**src/rtl/branch_update_sched_pkg.sv**
```systemverilog
// Shared types and default sizes for the branch predictor update scheduler.
package branch_update_sched_pkg;

    // Default queue depth and PC width used by the scheduler and its FIFO.
    localparam int BR_QUEUE_DEPTH = 4;
    localparam int INST_ADDR_W    = 32;

    // Identifies one of the two update requesters.
    typedef enum logic {
        REQ0 = 1'b0,  // ROB commit path
        REQ1 = 1'b1   // early branch-unit resolution path
    } req_id_t;

    // The requester that is not r.
    function automatic req_id_t other_req(input req_id_t r);
        return (r == REQ0) ? REQ1 : REQ0;
    endfunction

endpackage

```
**src/rtl/br_update_fifo.sv**
```systemverilog
// Two-write / one-read circular buffer of pending predictor updates.
// The occupancy includes the entry currently being presented by the top level.
// next_valid/next_data give the head as it will be after this edge, so the
// top level can register it straight onto the predictor update port.
module br_update_fifo
    import branch_update_sched_pkg::*;
#(
    parameter int  DEPTH = BR_QUEUE_DEPTH,
    parameter int  W     = 2 * INST_ADDR_W + 2,
    localparam int PTR_W = $clog2(DEPTH),
    localparam int OCC_W = PTR_W + 1
) (
    input  logic             clk,
    input  logic             rst,
    input  logic             flush,
    input  logic             wr0_en,
    input  logic [W-1:0]     wr0_data,
    input  logic             wr1_en,
    input  logic [W-1:0]     wr1_data,
    input  logic             rd_en,
    output logic [OCC_W-1:0] occ,
    output logic             next_valid,
    output logic [W-1:0]     next_data
);

    logic [W-1:0]     mem [DEPTH];
    logic [PTR_W-1:0] rd_ptr;
    logic [PTR_W-1:0] wr_ptr;
    logic [PTR_W-1:0] rd_ptr_nx;
    logic [PTR_W-1:0] wr1_ptr;
    logic [OCC_W-1:0] occ_left;

    // Look ahead to the head after retirement; when nothing older remains,
    // the incoming entry (port 0 first) becomes the new head directly.
    always_comb begin
        rd_ptr_nx  = rd_ptr + PTR_W'(rd_en);
        occ_left   = occ - OCC_W'(rd_en);
        wr1_ptr    = wr_ptr + PTR_W'(wr0_en);
        next_valid = 1'b0;
        next_data  = mem[rd_ptr_nx];
        if (occ_left != '0) begin
            next_valid = 1'b1;
        end else if (wr0_en) begin
            next_valid = 1'b1;
            next_data  = wr0_data;
        end else if (wr1_en) begin
            next_valid = 1'b1;
            next_data  = wr1_data;
        end
    end

    // Pointer and occupancy bookkeeping; flush empties the queue.
    always_ff @(posedge clk) begin
        if (rst || flush) begin
            rd_ptr <= '0;
            wr_ptr <= '0;
            occ    <= '0;
        end else begin
            rd_ptr <= rd_ptr_nx;
            wr_ptr <= wr_ptr + PTR_W'(wr0_en) + PTR_W'(wr1_en);
            occ    <= occ_left + OCC_W'(wr0_en) + OCC_W'(wr1_en);
        end
    end

    // Payload storage; port 0 lands ahead of port 1 when both write.
    always_ff @(posedge clk) begin
        if (wr0_en) mem[wr_ptr]  <= wr0_data;
        if (wr1_en) mem[wr1_ptr] <= wr1_data;
    end

endmodule

```
**src/rtl/branch_update_sched.sv**
```systemverilog
// Shares the branch predictor's single update port between the ROB commit
// path (req0) and the early branch-unit path (req1). Accepted updates are
// queued and issued one per cycle; issued and mispredicted counts are kept.
module branch_update_sched
    import branch_update_sched_pkg::*;
#(
    parameter int DEPTH  = BR_QUEUE_DEPTH,
    parameter int ADDR_W = INST_ADDR_W
) (
    input  logic              clk,
    input  logic              rst,
    input  logic              flush,
    input  logic              req0_valid,
    output logic              req0_ready,
    input  logic [ADDR_W-1:0] req0_pc,
    input  logic [ADDR_W-1:0] req0_npc,
    input  logic              req0_taken,
    input  logic              req0_mispred,
    input  logic              req1_valid,
    output logic              req1_ready,
    input  logic [ADDR_W-1:0] req1_pc,
    input  logic [ADDR_W-1:0] req1_npc,
    input  logic              req1_taken,
    input  logic              req1_mispred,
    output logic              upd_valid,
    output logic [ADDR_W-1:0] upd_pc,
    output logic [ADDR_W-1:0] upd_npc,
    output logic              upd_taken,
    output logic [31:0]       upd_cnt,
    output logic [31:0]       mispred_cnt
);

    localparam int PTR_W = $clog2(DEPTH);
    localparam int OCC_W = PTR_W + 1;
    localparam int PW    = 2 * ADDR_W + 2;

    logic [OCC_W-1:0]  occ;
    logic [OCC_W-1:0]  free;
    req_id_t           prio;
    logic              acc0;
    logic              acc1;
    logic              upd_mispred;
    logic              next_valid;
    logic [PW-1:0]     next_data;
    logic [ADDR_W-1:0] nx_pc;
    logic [ADDR_W-1:0] nx_npc;
    logic              nx_taken;
    logic              nx_mispred;

    assign free = OCC_W'(DEPTH) - occ;
    assign acc0 = req0_valid && req0_ready;
    assign acc1 = req1_valid && req1_ready;
    assign {nx_pc, nx_npc, nx_taken, nx_mispred} = next_data;

    br_update_fifo #(
        .DEPTH (DEPTH),
        .W     (PW)
    ) u_fifo (
        .clk        (clk),
        .rst        (rst),
        .flush      (flush),
        .wr0_en     (acc0),
        .wr0_data   ({req0_pc, req0_npc, req0_taken, req0_mispred}),
        .wr1_en     (acc1),
        .wr1_data   ({req1_pc, req1_npc, req1_taken, req1_mispred}),
        .rd_en      (upd_valid),
        .occ        (occ),
        .next_valid (next_valid),
        .next_data  (next_data)
    );

    // Grant: room for two takes both; the last slot goes to prio first and
    // to the other requester only when prio is idle.
    always_comb begin
        req0_ready = 1'b0;
        req1_ready = 1'b0;
        if (flush || free == '0) begin
            req0_ready = 1'b0;
            req1_ready = 1'b0;
        end else if (free >= OCC_W'(2)) begin
            req0_ready = 1'b1;
            req1_ready = 1'b1;
        end else if (prio == REQ0) begin
            req0_ready = 1'b1;
            req1_ready = !req0_valid;
        end else begin
            req1_ready = 1'b1;
            req0_ready = !req1_valid;
        end
    end

    // Hand the last slot to the loser next time a contention for it occurs.
    always_ff @(posedge clk) begin
        if (rst) begin
            prio <= REQ0;
        end else if (!flush && free == OCC_W'(1) && req0_valid && req1_valid) begin
            prio <= other_req(prio);
        end
    end

    // Register the next head onto the predictor update port.
    always_ff @(posedge clk) begin
        if (rst) begin
            upd_valid   <= 1'b0;
            upd_pc      <= '0;
            upd_npc     <= '0;
            upd_taken   <= 1'b0;
            upd_mispred <= 1'b0;
        end else if (flush) begin
            upd_valid   <= 1'b0;
        end else begin
            upd_valid   <= next_valid;
            upd_pc      <= nx_pc;
            upd_npc     <= nx_npc;
            upd_taken   <= nx_taken;
            upd_mispred <= nx_mispred;
        end
    end

    // Statistics; an entry presented during a flush cycle still counts.
    always_ff @(posedge clk) begin
        if (rst) begin
            upd_cnt     <= '0;
            mispred_cnt <= '0;
        end else if (upd_valid) begin
            upd_cnt <= upd_cnt + 32'd1;
            if (upd_mispred) mispred_cnt <= mispred_cnt + 32'd1;
        end
    end

endmodule

```
**config.mk**
```make
export PLATFORM = sky130hd
export DESIGN_NAME = branch_update_sched
export DESIGN_NICKNAME = d
export VERILOG_FILES = /design/src/rtl/branch_update_sched_pkg.sv /design/src/rtl/br_update_fifo.sv /design/src/rtl/branch_update_sched.sv
export SDC_FILE = /design/constraint.sdc
export NUM_CORES = 1
export LEC_CHECK = 0
export ABC_CLOCK_PERIOD_IN_PS = 21700
export CAP_MARGIN = 20
export CORE_MARGIN = 2
export CORE_UTILIZATION = 58
export DETAILED_ROUTE_END_ITERATION = 8
export GPL_ROUTABILITY_DRIVEN = 1
export PLACE_DENSITY = 0.85
export RECOVER_POWER = 50
export SYNTH_ARGS = -nofsm -noshare
export SYNTH_HDL_FRONTEND = slang
export SYNTH_HIERARCHICAL = 1
export SYNTH_SLANG_ARGS = --single-unit
```
**constraint.sdc**
```tcl
create_clock -name clk -period 21.7 [get_ports clk]
set_input_delay 6.51 -clock clk [delete_from_list [all_inputs] [get_ports clk]]
set_output_delay 6.51 -clock clk [all_outputs]
set_load 0.02 [all_outputs]
```
==> results of run 1 <==
cell families after synthesis:
kind of cell,share of synthesized area (%)
flip-flops,54.26
adder cells (fa/ha/maj),0.8620
AO/OA/AOI/OAI,7.226
XOR/XNOR,1.192
multiplexers,26.50
buffers and inverters,3.049
AND/OR/NAND/NOR,6.915
critical path: stages:
cell and delay, ns:
dlygate4sd3_1 0.58, a311oi_1 0.36, clkdlybuf4s50_1 0.67
per-layer routing:
metal | global-route usage (%) | wire length [um] | up-vias
li1 | - | - | 6122
met1 | 37.54 | 20380 | 6861
met4 | 7.091 | 1126 | 8
met2 | 46.71 | 24530 | 559
met5 | 0 | 51 | -
met3 | 5.904 | 3959 | 100
synthesized netlist by cell type (2+ instances only):
cell       number
mux2_2        273
edfxtp_1      264
dfxtp_1       139
nor2_1        102
mux2i_1        67
a2bb2oi_1      66
mux4_2         66
o22ai_1        65
clkbuf_1       49
a21oi_1        35
nand2_1        31
buf_2          28
or4_1          21
o31ai_1        20
o21ai_0        18
nand4_1        17
or3_1          16
nand3_1        15
inv_1          14
buf_4          13
xnor2_1        13
ha_1           12
nor3_1         12
xor2_1         12
and4_1         10
buf_1           9
nor2b_1         9
and2_1          8
buf_6           8
and3_1          7
nor4_1          7
a311oi_1        2
nand4b_1        2
sequential cells by signal, summed over array words and instances, names as in the netlist:
name	cells
mispred_cnt	32
prio	1
u_fifo/mem	264
u_fifo/occ	3
u_fifo/rd_ptr	2
u_fifo/wr_ptr	2
upd_cnt	32
upd_mispred	1
upd_npc	32
upd_pc	32
upd_taken	1
upd_valid	1
per-stage QoR:
| step | utilization [%] | instances | instance area, um^2 |
|---|---|---|---|
| 2_1_floorplan | - | 1442 | 19740 |
| 3_3_place_gp | 67.62 | 2068 | 22670 |
| 3_5_place_dp | 67.62 | 2068 | 22670 |
| 4_1_cts | 71.73 | 2145 | 24050 |
| 5_1_grt | 71.62 | 2146 | 24020 |
| 6_report | 71.65 | 2150 | 24030 |
area by class of cell:
| class | instances | area, um^2 | area share (%) |
|---|---|---|---|
| tap | 448 | 560.5 | 2.333 |
| timing repair buffer | 285 | 2783 | 11.58 |
| clock buffer | 59 | 1260 | 5.244 |
| sequential | 403 | 10710 | 44.58 |
| antenna | 5 | 12.51 | 0.05208 |
| clock inverter | 18 | 120.1 | 0.4999 |
| multi-input combinational | 917 | 8524 | 35.48 |
| inverter | 15 | 56.30 | 0.2343 |
report_power, final:
part           switching, W  internal (W)
Combinational      0.000202      0.000187
Sequential        0.0000203      0.000873
Clock              0.000294      0.000418
Total              0.000516       0.00148
worst paths after layout:
path,slack (ns),to,cells after the start,startpoint
setup / recovery,7.07,req0_ready,3,req1_valid
hold / removal,0.48,upd_pc[22],2,upd_pc[22]
setup reg to reg,15.10,u_fifo/mem[1][20],10,u_fifo/occ[1]
hold reg to reg,0.48,upd_pc[22],2,upd_pc[22]
==> summary.txt, run 1 <==
Timing
  • Slew headroom: -206.7%
  • Worst Hold Slack: 0.4827 ns
  • Tcrit/Tclk final: between 60% and 70%
  • Unrepaired setup endpoints after global routing: false
  • Worst clock skew: 0.01252 ns
  • Setup TNS: 0 ns
  • Endpoints failing setup: 0
  • Crit path time final: 14.63 ns
  • Worst-Margin Slew: around 4.6 ns
  • Max Transition Viols Final: 386
  • Setup ws final: between 7 and 8 ns
  • Final hold vios: 0
  • Fmax: slightly below 70 MHz

Layout
  • Commonest non-fill, non-tap cells in the layout: mux2_2 (273), edfxtp_1 (264), dfxtp_1 (139)
  • Area Overhead vs Synth: 21.72%
  • Most common cell after layout, fill and taps aside: mux2_2
  • Final nets: ~1800
  • Layout cell share with drive strength beyond 1: between 20 and 30%
  • Fillers: between 2000 and 2500

Logic synthesis
  • Ys async rst share: 0%
  • Sequential fraction of the synthesis area: about 54%
  • Syn_area_per_cell: between 10 and 15 um^2
  • Syn nets: 1592
  • Post-synthesis cell type count: 45
  • Area share of the largest cell type after synthesis: approximately two fifths
  • Post-synth EDFFs: ~260
  • Top cell type by total area after synthesis: edfxtp_1
  • Post-Syn Area: ~20000 um^2
  • Synth Flop Type: edfxtp_1
  • Synthesis warning total: 6
  • Syn Inst Count: between 1000 and 1500
  • Yosys reg bits: 403
  • Ranking of synthesized cells by area: edfxtp_1 (40%), mux2_2 (16%), dfxtp_1 (14%)

Worst hold path
  • Hold crit path type: flip-flop to flip-flop

Setup path
  • CP Capture Type: output port
  • CP Max Fanout: 3
  • Critical setup path kind: input port to output port
  • Crit path launch type: input port
  • WP data required: roughly 15 ns
  • Critical path arrival: 8.12 ns

Global route
  • Remaining Overflow, GRT: 0
  • Largest net degree at the start of global routing: 83
  • GRT Total Usage: 27.97%
  • First-pass GRT wire length: around 78 mm
  • Vias in the first global route: about 14000
  • Initial antenna violation count: 9

Run status
  • Failing checks: max-capacitance violations, max-slew violations
  • Outcome: finished with violations

Route
  • Via Count: ~14000
  • Via density: approximately 6.3
  • Post-route ant nets: 0
  • DRT Wirelength: 50.05 mm
  • First drt pass iteration count: 5
  • Violation count after the first detailed-route iteration: about 980
  • Drc violations: 0
  • Avg WL per Cell: between 20 and 25 um

Place
  • Final HPWL DP: 27.95 mm
  • Port Buffers: between 200 and 300
  • Placement Setup Slack: about 7.2 ns
  • RD Place Congestion: 0.8194

Power and ir drop
  • PD cells: a little over 80 nW/um^2
  • Total power: about 0.002 W
  • VDD IR-drop max: around 0.000086 V
  • Leakage: between 8 and 9 nW

Clocking
  • Post-CTS Setup Repair Bufs: 0
  • CTS tree: built
  • Root buf cell: clkbuf_16
  • Cts hold-fix bufs: 0
  • Post_cts resized: 0
  • Clock Tree Buf Depth: 3
  • Clock transition at path regs: approximately 0.06 ns
  • Num CTS Buffers: 42
  • H-tree depth: 2
  • Clk Latency, worst-skew pair: 0.53 ns
  • Clock sinks: between 400 and 500

Floorplan
  • Core region area: ~34000 um^2
  • I/O pin cnt: approximately 270
  • Die Area: roughly 36000 um^2
  • Chip Width: roughly 190 um
  • Die H: 188.5 um
  • Row count: 67
  • Initial core utilization: between 50% and 60%

Flow run
  • Maxcap violations: 7
(Power assumes the default switching activity.)
==> run 2: changes to the inputs <==
--- a/config.mk
+++ b/config.mk
@@ -5,13 +5,13 @@
 export SDC_FILE = /design/constraint.sdc
 export NUM_CORES = 1
 export LEC_CHECK = 0
-export ABC_CLOCK_PERIOD_IN_PS = 21700
+export ABC_CLOCK_PERIOD_IN_PS = 13520
 export CAP_MARGIN = 20
 export CORE_MARGIN = 2
-export CORE_UTILIZATION = 58
+export CORE_UTILIZATION = 56
 export DETAILED_ROUTE_END_ITERATION = 8
 export GPL_ROUTABILITY_DRIVEN = 1
-export PLACE_DENSITY = 0.85
+export PLACE_DENSITY = 0.82
 export RECOVER_POWER = 50
 export SYNTH_ARGS = -nofsm -noshare
 export SYNTH_HDL_FRONTEND = slang
==> constraint.sdc (replaced) <==
create_clock -name clk -period 13.52 [get_ports clk]
set_input_delay 4.056 -clock clk [delete_from_list [all_inputs] [get_ports clk]]
set_output_delay 4.056 -clock clk [all_outputs]
set_load 0.02 [all_outputs]
==> summary.txt, run 2 (synthesized netlist as in run 1, its figures left out) <==
Power and ir drop
  • VDD IR-drop max: 0.00009569 V (+11%)
  • Seq pwr share: 43.5% (-1.3 points)
  • NetSw: 0.0008421 W (+63%)
  • PD cells: 136.6 nW/um^2 (+65%)
  • Clock share of power: 37.7% (+2.0 points)
  • Pint: 0.002454 W (+66%)
  • Leakage: 8.657 nW (+0.53%)
  • Sw frac: 25.55% (-0.33 points)
  • Total power: 0.003296 W (+65%)
  • Logic pwr share: 18.8% (-0.7 points)

Global route
  • Remaining Overflow, GRT: 0 (unchanged)
  • Initial antenna violation count: 9 (unchanged)
  • GRT Total Usage: 28.24% (+0.27 points)
  • Vias in the first global route: 14023 (+2.5%)
  • First-pass GRT wire length: 79.97 mm (+2.8%)
  • Largest net degree at the start of global routing: 101 (+22%)

Setup path
  • WP data required: 13.69 ns (-1.50 ns)
  • Critical-path cell list: dlygate4sd3_1 > a311oi_1 > and2_0 > nand2_1 > o21ai_0 > buf_4
  • Critical setup path kind: input port to flip-flop
  • Slowest stage delay, CP: 3.46 ns (+2.79 ns)
  • CP Max Fanout: 41 (+38)
  • Crit path from: req1_valid
  • Reg2reg start: u_fifo/occ[1]
  • Crit path launch type: input port
  • CP Capture Type: flip-flop
  • Critical path arrival: 10.06 ns (+1.94 ns)
  • Slowest-stage cell, CP: o21ai_0

Layout
  • Commonest non-fill, non-tap cells in the layout: mux2_2 (273), edfxtp_1 (264), dfxtp_1 (139)
  • Final nets: 1815 (+0.055%)
  • Max FFs per register: 264 (unchanged)
  • Largest register by flop count: u_fifo/mem
  • Fillers: 2358 (+6.6%)
  • Layout cell share with drive strength beyond 1: 25.37% (-0.27 points)
  • Final cell utilization of the core: 69.70% (-2.0 points)
  • Most common cell after layout, fill and taps aside: mux2_2
  • Area Overhead vs Synth: 22.27%

Timing
  • Final hold vios: 0 (unchanged)
  • Worst Hold Slack: 0.4895 ns (+0.006760 ns)
  • Unrepaired setup endpoints after global routing: false
  • Slew headroom: -218.7% (-12 points)
  • Tcrit/Tclk final: between 70 and 80%
  • Worst-Margin Slew: 4.780 ns (+0.1803 ns)
  • Endpoints failing setup: 0 (unchanged)
  • Fmax: 101.2 MHz
  • Crit path time final: 9.882 ns
  • Max Transition Viols Final: 372 (-3.6%)
  • Setup TNS: 0 ns (unchanged)
  • Worst clock skew: 0.01501 ns (+0.002492 ns)

Clocking
  • Clock Tree Buf Depth: 3 (unchanged)
  • Clock sinks: 403 (unchanged)
  • Num CTS Buffers: 43 (+2.4%)
  • CTS tree: built
  • Post-CTS Setup Repair Bufs: 0 (unchanged)
  • Cts hold-fix bufs: 0 (unchanged)
  • Post_cts resized: 0 (unchanged)
  • Root buf cell: clkbuf_16
  • Clock transition at path regs: 0.06 ns (about the same)
  • H-tree depth: 2 (unchanged)
  • Clk Latency, worst-skew pair: 0.55 ns (+0.02 ns)

Floorplan
  • Chip Width: 191.8 um (+1.7%)
  • I/O pin cnt: 269 (unchanged)
  • Initial core utilization: 57.01% (-1.9 points)
  • Row count: 68 (+1.5%)
  • Die H: 191.8 um (+1.7%)
  • Die Area: 36770 um^2 (+3.5%)
  • Core region area: 34630 um^2 (+3.3%)

Run status
  • Outcome: finished with violations
  • Failing checks: max-capacitance violations, max-slew violations

Route
  • Post-route ant nets: 0 (unchanged)
  • DRT Wirelength: 51.66 mm (+3.2%)
  • Avg WL per Cell: 23.90 um (+2.7%)
  • Drc violations: 0 (unchanged)
  • First drt pass iteration count: 5 (unchanged)
  • Via Count: 13735 (+0.62%)
  • Via density: 6.356 (+0.11%)
  • Violation count after the first detailed-route iteration: 920 (-6.2%)

Place
  • Port Buffers: 268 (unchanged)
  • RD Place Congestion: 0.8201 (about the same)
  • Final HPWL DP: 28.71 mm (+2.7%)

Worst hold path
  • Critical hold path startpoint: upd_npc[13]
  • Hold crit path type: flip-flop to flip-flop

Flow run
  • Maxcap violations: 8 (+1)
-- run 2: cell types whose count changed in the layout (fill, tap and decap cells not counted), moves of 3 or more --
cell and change:
and2_0 +3, and2_1 -3, clkinv_2 -5, clkinv_1 +4, bufinv_16 +5
-- run 2: critical path, delay by kind of cell --
family                 cells  cell delay (ns)
AOI/OAI and AO/OA          2             3.80
buffers and inverters      2             1.56
and+or+nand+nor            2             0.60
-- run 2: final cells by class --
cell class                      instances  area, um^2  share of cell area [%]
Sequential cell                       403       10710                   44.38
Multi-Input combinational cell        917        8502                   35.23
Clock buffer                           59        1250                   5.179
Inverter                               15       56.30                  0.2333
Clock inverter                         20       244.0                   1.011
Antenna cell                            7       17.52                 0.07258
Timing Repair Buffer                  285        2786                   11.54
Tap cell                              455       569.3                   2.359
-- run 2: path summary, 6_finish.rpt --
kind                        to  slack [ns]  depth (start not counted)
max          u_fifo/mem[2][53]        3.64                          6
min                upd_npc[13]        0.49                          2
max reg2reg  u_fifo/mem[2][53]        6.69                          9
min reg2reg        upd_npc[13]        0.49                          2
-- run 2: stage by stage --
step | area [um^2] | cells | setup WS (ns)
floorplan | 19740 | 1442 | 2.246
global placement | 22670 | 2074 | 4.000
detailed placement | 22670 | 2074 | 3.905
CTS | 24160 | 2153 | 3.898
global route | 24130 | 2157 | 3.382
finish | 24140 | 2161 | 3.638
-- run 2: layer usage --
layer  routed length (um)  vias to the layer above  part of all wire, %  track usage [%]
li1                     -                     6121                    -                -
met1                21080                     6979                   41            37.10
met2                25590                      562                   50            47.51
met3                 4094                       69                  7.9            5.865
met4                  862                        4                  1.7            8.136
met5                   29                        -                0.056                0
-- run 2: power by group through the flow --
| stage | Sequential [W] | Clock [W] | Combinational [W] |
|---|---|---|---|
| final | 0.00143 | 0.00124 | 0.000619 |
| after global placement | 0.00146 | 0 | 0.000612 |
| after floorplan | 0.00149 | 0 | 0.000360 |
| after CTS | 0.00143 | 0.00126 | 0.000628 |
| after global routing | 0.00144 | 0.00130 | 0.000659 |
| after detailed placement | 0.00146 | 0 | 0.000623 |
==> run 3: changes to the inputs <==
--- a/config.mk
+++ b/config.mk
@@ -5,13 +5,13 @@
 export SDC_FILE = /design/constraint.sdc
 export NUM_CORES = 1
 export LEC_CHECK = 0
-export ABC_CLOCK_PERIOD_IN_PS = 13520
+export ABC_CLOCK_PERIOD_IN_PS = 8800
 export CAP_MARGIN = 20
 export CORE_MARGIN = 2
-export CORE_UTILIZATION = 56
+export CORE_UTILIZATION = 50
 export DETAILED_ROUTE_END_ITERATION = 8
 export GPL_ROUTABILITY_DRIVEN = 1
-export PLACE_DENSITY = 0.82
+export PLACE_DENSITY = 0.78
 export RECOVER_POWER = 50
 export SYNTH_ARGS = -nofsm -noshare
 export SYNTH_HDL_FRONTEND = slang
==> constraint.sdc (replaced) <==
create_clock -name clk -period 8.8 [get_ports clk]
set_input_delay 2.64 -clock clk [delete_from_list [all_inputs] [get_ports clk]]
set_output_delay 2.64 -clock clk [all_outputs]
set_load 0.02 [all_outputs]
==> summary.txt, run 3 (synthesized netlist as in run 1, its figures left out) <==
Floorplan
  • Die H: 202.7 um (+5.7%)
  • Row count: 72 (+5.9%)
  • Chip Width: 202.7 um (+5.7%)
  • I/O pin cnt: 269 (unchanged)
  • Core region area: 38830 um^2 (+12%)
  • Initial core utilization: 50.84% (-6.2 points)
  • Die Area: 41090 um^2 (+12%)

Run status
  • Outcome: finished with violations
  • Failing checks: max-capacitance violations, max-slew violations

Timing
  • Crit path time final: 7.336 ns
  • Worst Hold Slack: 0.4859 ns (-0.003553 ns)
  • Worst clock skew: 0.01686 ns (+0.001847 ns)
  • Slew headroom: -129.4% (+89 points)
  • Unrepaired setup endpoints after global routing: false
  • Worst-Margin Slew: 3.441 ns (-1.339 ns)
  • Setup TNS: 0 ns (unchanged)
  • Endpoints failing setup: 0 (unchanged)
  • Fmax: 136.3 MHz
  • Max Transition Viols Final: 433 (+16%)
  • Final hold vios: 0 (unchanged)
  • Tcrit/Tclk final: a little over four fifths

Route
  • Drc violations: 0 (unchanged)
  • Via Count: 13545 (-1.4%)
  • First drt pass iteration count: 5 (unchanged)
  • Via density: 6.112 (-3.8%)
  • DRT Wirelength: 50.90 mm (-1.5%)
  • Post-route ant nets: 0 (unchanged)
  • Violation count after the first detailed-route iteration: 804 (-13%)
  • Avg WL per Cell: 22.97 um (-3.9%)

Global route
  • GRT Total Usage: 24.60% (-3.6 points)
  • First-pass GRT wire length: 78.91 mm (-1.3%)
  • Initial antenna violation count: 7 (-2)
  • Vias in the first global route: 13718 (-2.2%)
  • Remaining Overflow, GRT: 0 (unchanged)
  • Largest net degree at the start of global routing: 81 (-20%)

Clocking
  • H-tree depth: 2 (unchanged)
  • Post_cts resized: 0 (unchanged)
  • Clk Latency, worst-skew pair: 0.56 ns (about the same)
  • Clock Tree Buf Depth: 3 (unchanged)
  • Root buf cell: clkbuf_16
  • Post-CTS Setup Repair Bufs: 0 (unchanged)
  • Cts hold-fix bufs: 0 (unchanged)
  • Clock transition at path regs: 0.06 ns (about the same)
  • Clock sinks: 403 (unchanged)
  • Num CTS Buffers: 42 (-2.3%)
  • CTS tree: built

Power and ir drop
  • PD cells: 204.4 nW/um^2 (+50%)
  • Clock share of power: 36.2% (-1.5 points)
  • Total power: 0.004931 W (+50%)
  • NetSw: 0.001263 W (+50%)
  • Sw frac: 25.61% (+0.056 points)
  • Pint: 0.003668 W (+49%)
  • VDD IR-drop max: 0.0001306 V (+36%)
  • Logic pwr share: 19.2% (+0.4 points)
  • Seq pwr share: 44.6% (+1.1 points)
  • Leakage: 8.595 nW (-0.72%)

Flow run
  • Maxcap violations: 8 (unchanged)

Layout
  • Commonest non-fill, non-tap cells in the layout: mux2_2 (272), edfxtp_1 (264), dfxtp_1 (139)
  • Max FFs per register: 264 (unchanged)
  • Layout cell share with drive strength beyond 1: 24.94% (-0.43 points)
  • Most common cell after layout, fill and taps aside: mux2_2
  • Final nets: 1813 (-0.11%)
  • Area Overhead vs Synth: 22.20% (about the same)
  • Largest register by flop count: u_fifo/mem

Place
  • RD Place Congestion: 0.8190 (-0.13%)
  • Final HPWL DP: 29.85 mm (+4.0%)
  • Port Buffers: 268 (unchanged)

Setup path
  • Crit path launch type: input port
  • WP data required: 9.04 ns (-4.65 ns)
  • Critical path arrival: 7.57 ns (-2.49 ns)
  • CP Capture Type: flip-flop
  • CP Max Fanout: 54 (+32%)
  • Critical setup path kind: input port to flip-flop

Worst hold path
  • Hold crit path type: flip-flop to flip-flop
## run 3: metrics by stage
step | util [%] | cells | area [um^2] | setup WS (ns)
final | 62.13 | 2216 | 24120 | 1.464
after global routing | 62.13 | 2216 | 24120 | 1.167
after CTS | 62.17 | 2213 | 24140 | 2.026
after detailed placement | 58.61 | 2136 | 22760 | 2.030
after global placement | 58.61 | 2136 | 22760 | 2.105
after floorplan | - | 1442 | 19750 | 0.8985
## run 3: power groups by stage
stage	logic [W]	clock network, W	registers [W]
floorplan	0.000553	0	0.00229
global placement	0.000944	0	0.00223
detailed placement	0.000959	0	0.00224
CTS	0.000965	0.00182	0.00220
global route	0.00101	0.00190	0.00221
finish	0.000949	0.00178	0.00220
## run 3: worst paths after layout
check,start,to,slack (ns),cells after the start
max reg2reg,u_fifo/occ[1],u_fifo/mem[3][43],2.94,11
min,upd_pc[15],upd_pc[15],0.49,2
min reg2reg,upd_pc[15],upd_pc[15],0.49,2
max,req1_valid,u_fifo/mem[3][43],1.46,8
## run 3: layer usage
metal / wire (um) / track usage [%]
met1: 20640 / 31.86
met2: 25120 / 41.52
met3: 4055 / 5.811
met5: 60 / 0
met4: 1012 / 6.778
## run 3: layout make-up
type,count,area (um^2)
tap,518,648.1
sequential,403,10710
clock buffer,68,1261
fill,2922,14700
antenna,2,5.005
multi-input combinational,917,8509
clock inverter,9,118.9
inverter,15,56.30
timing repair buffer,284,2814
## run 3: worst max-delay path, cell delays in order
cell	delay, ns
dlygate4sd3_1	0.58
a311oi_1	0.36
and2_0	0.49
ha_1	0.28
nand2_1	0.20
nor2_4	0.15
a31o_1	2.29
buf_4	0.55
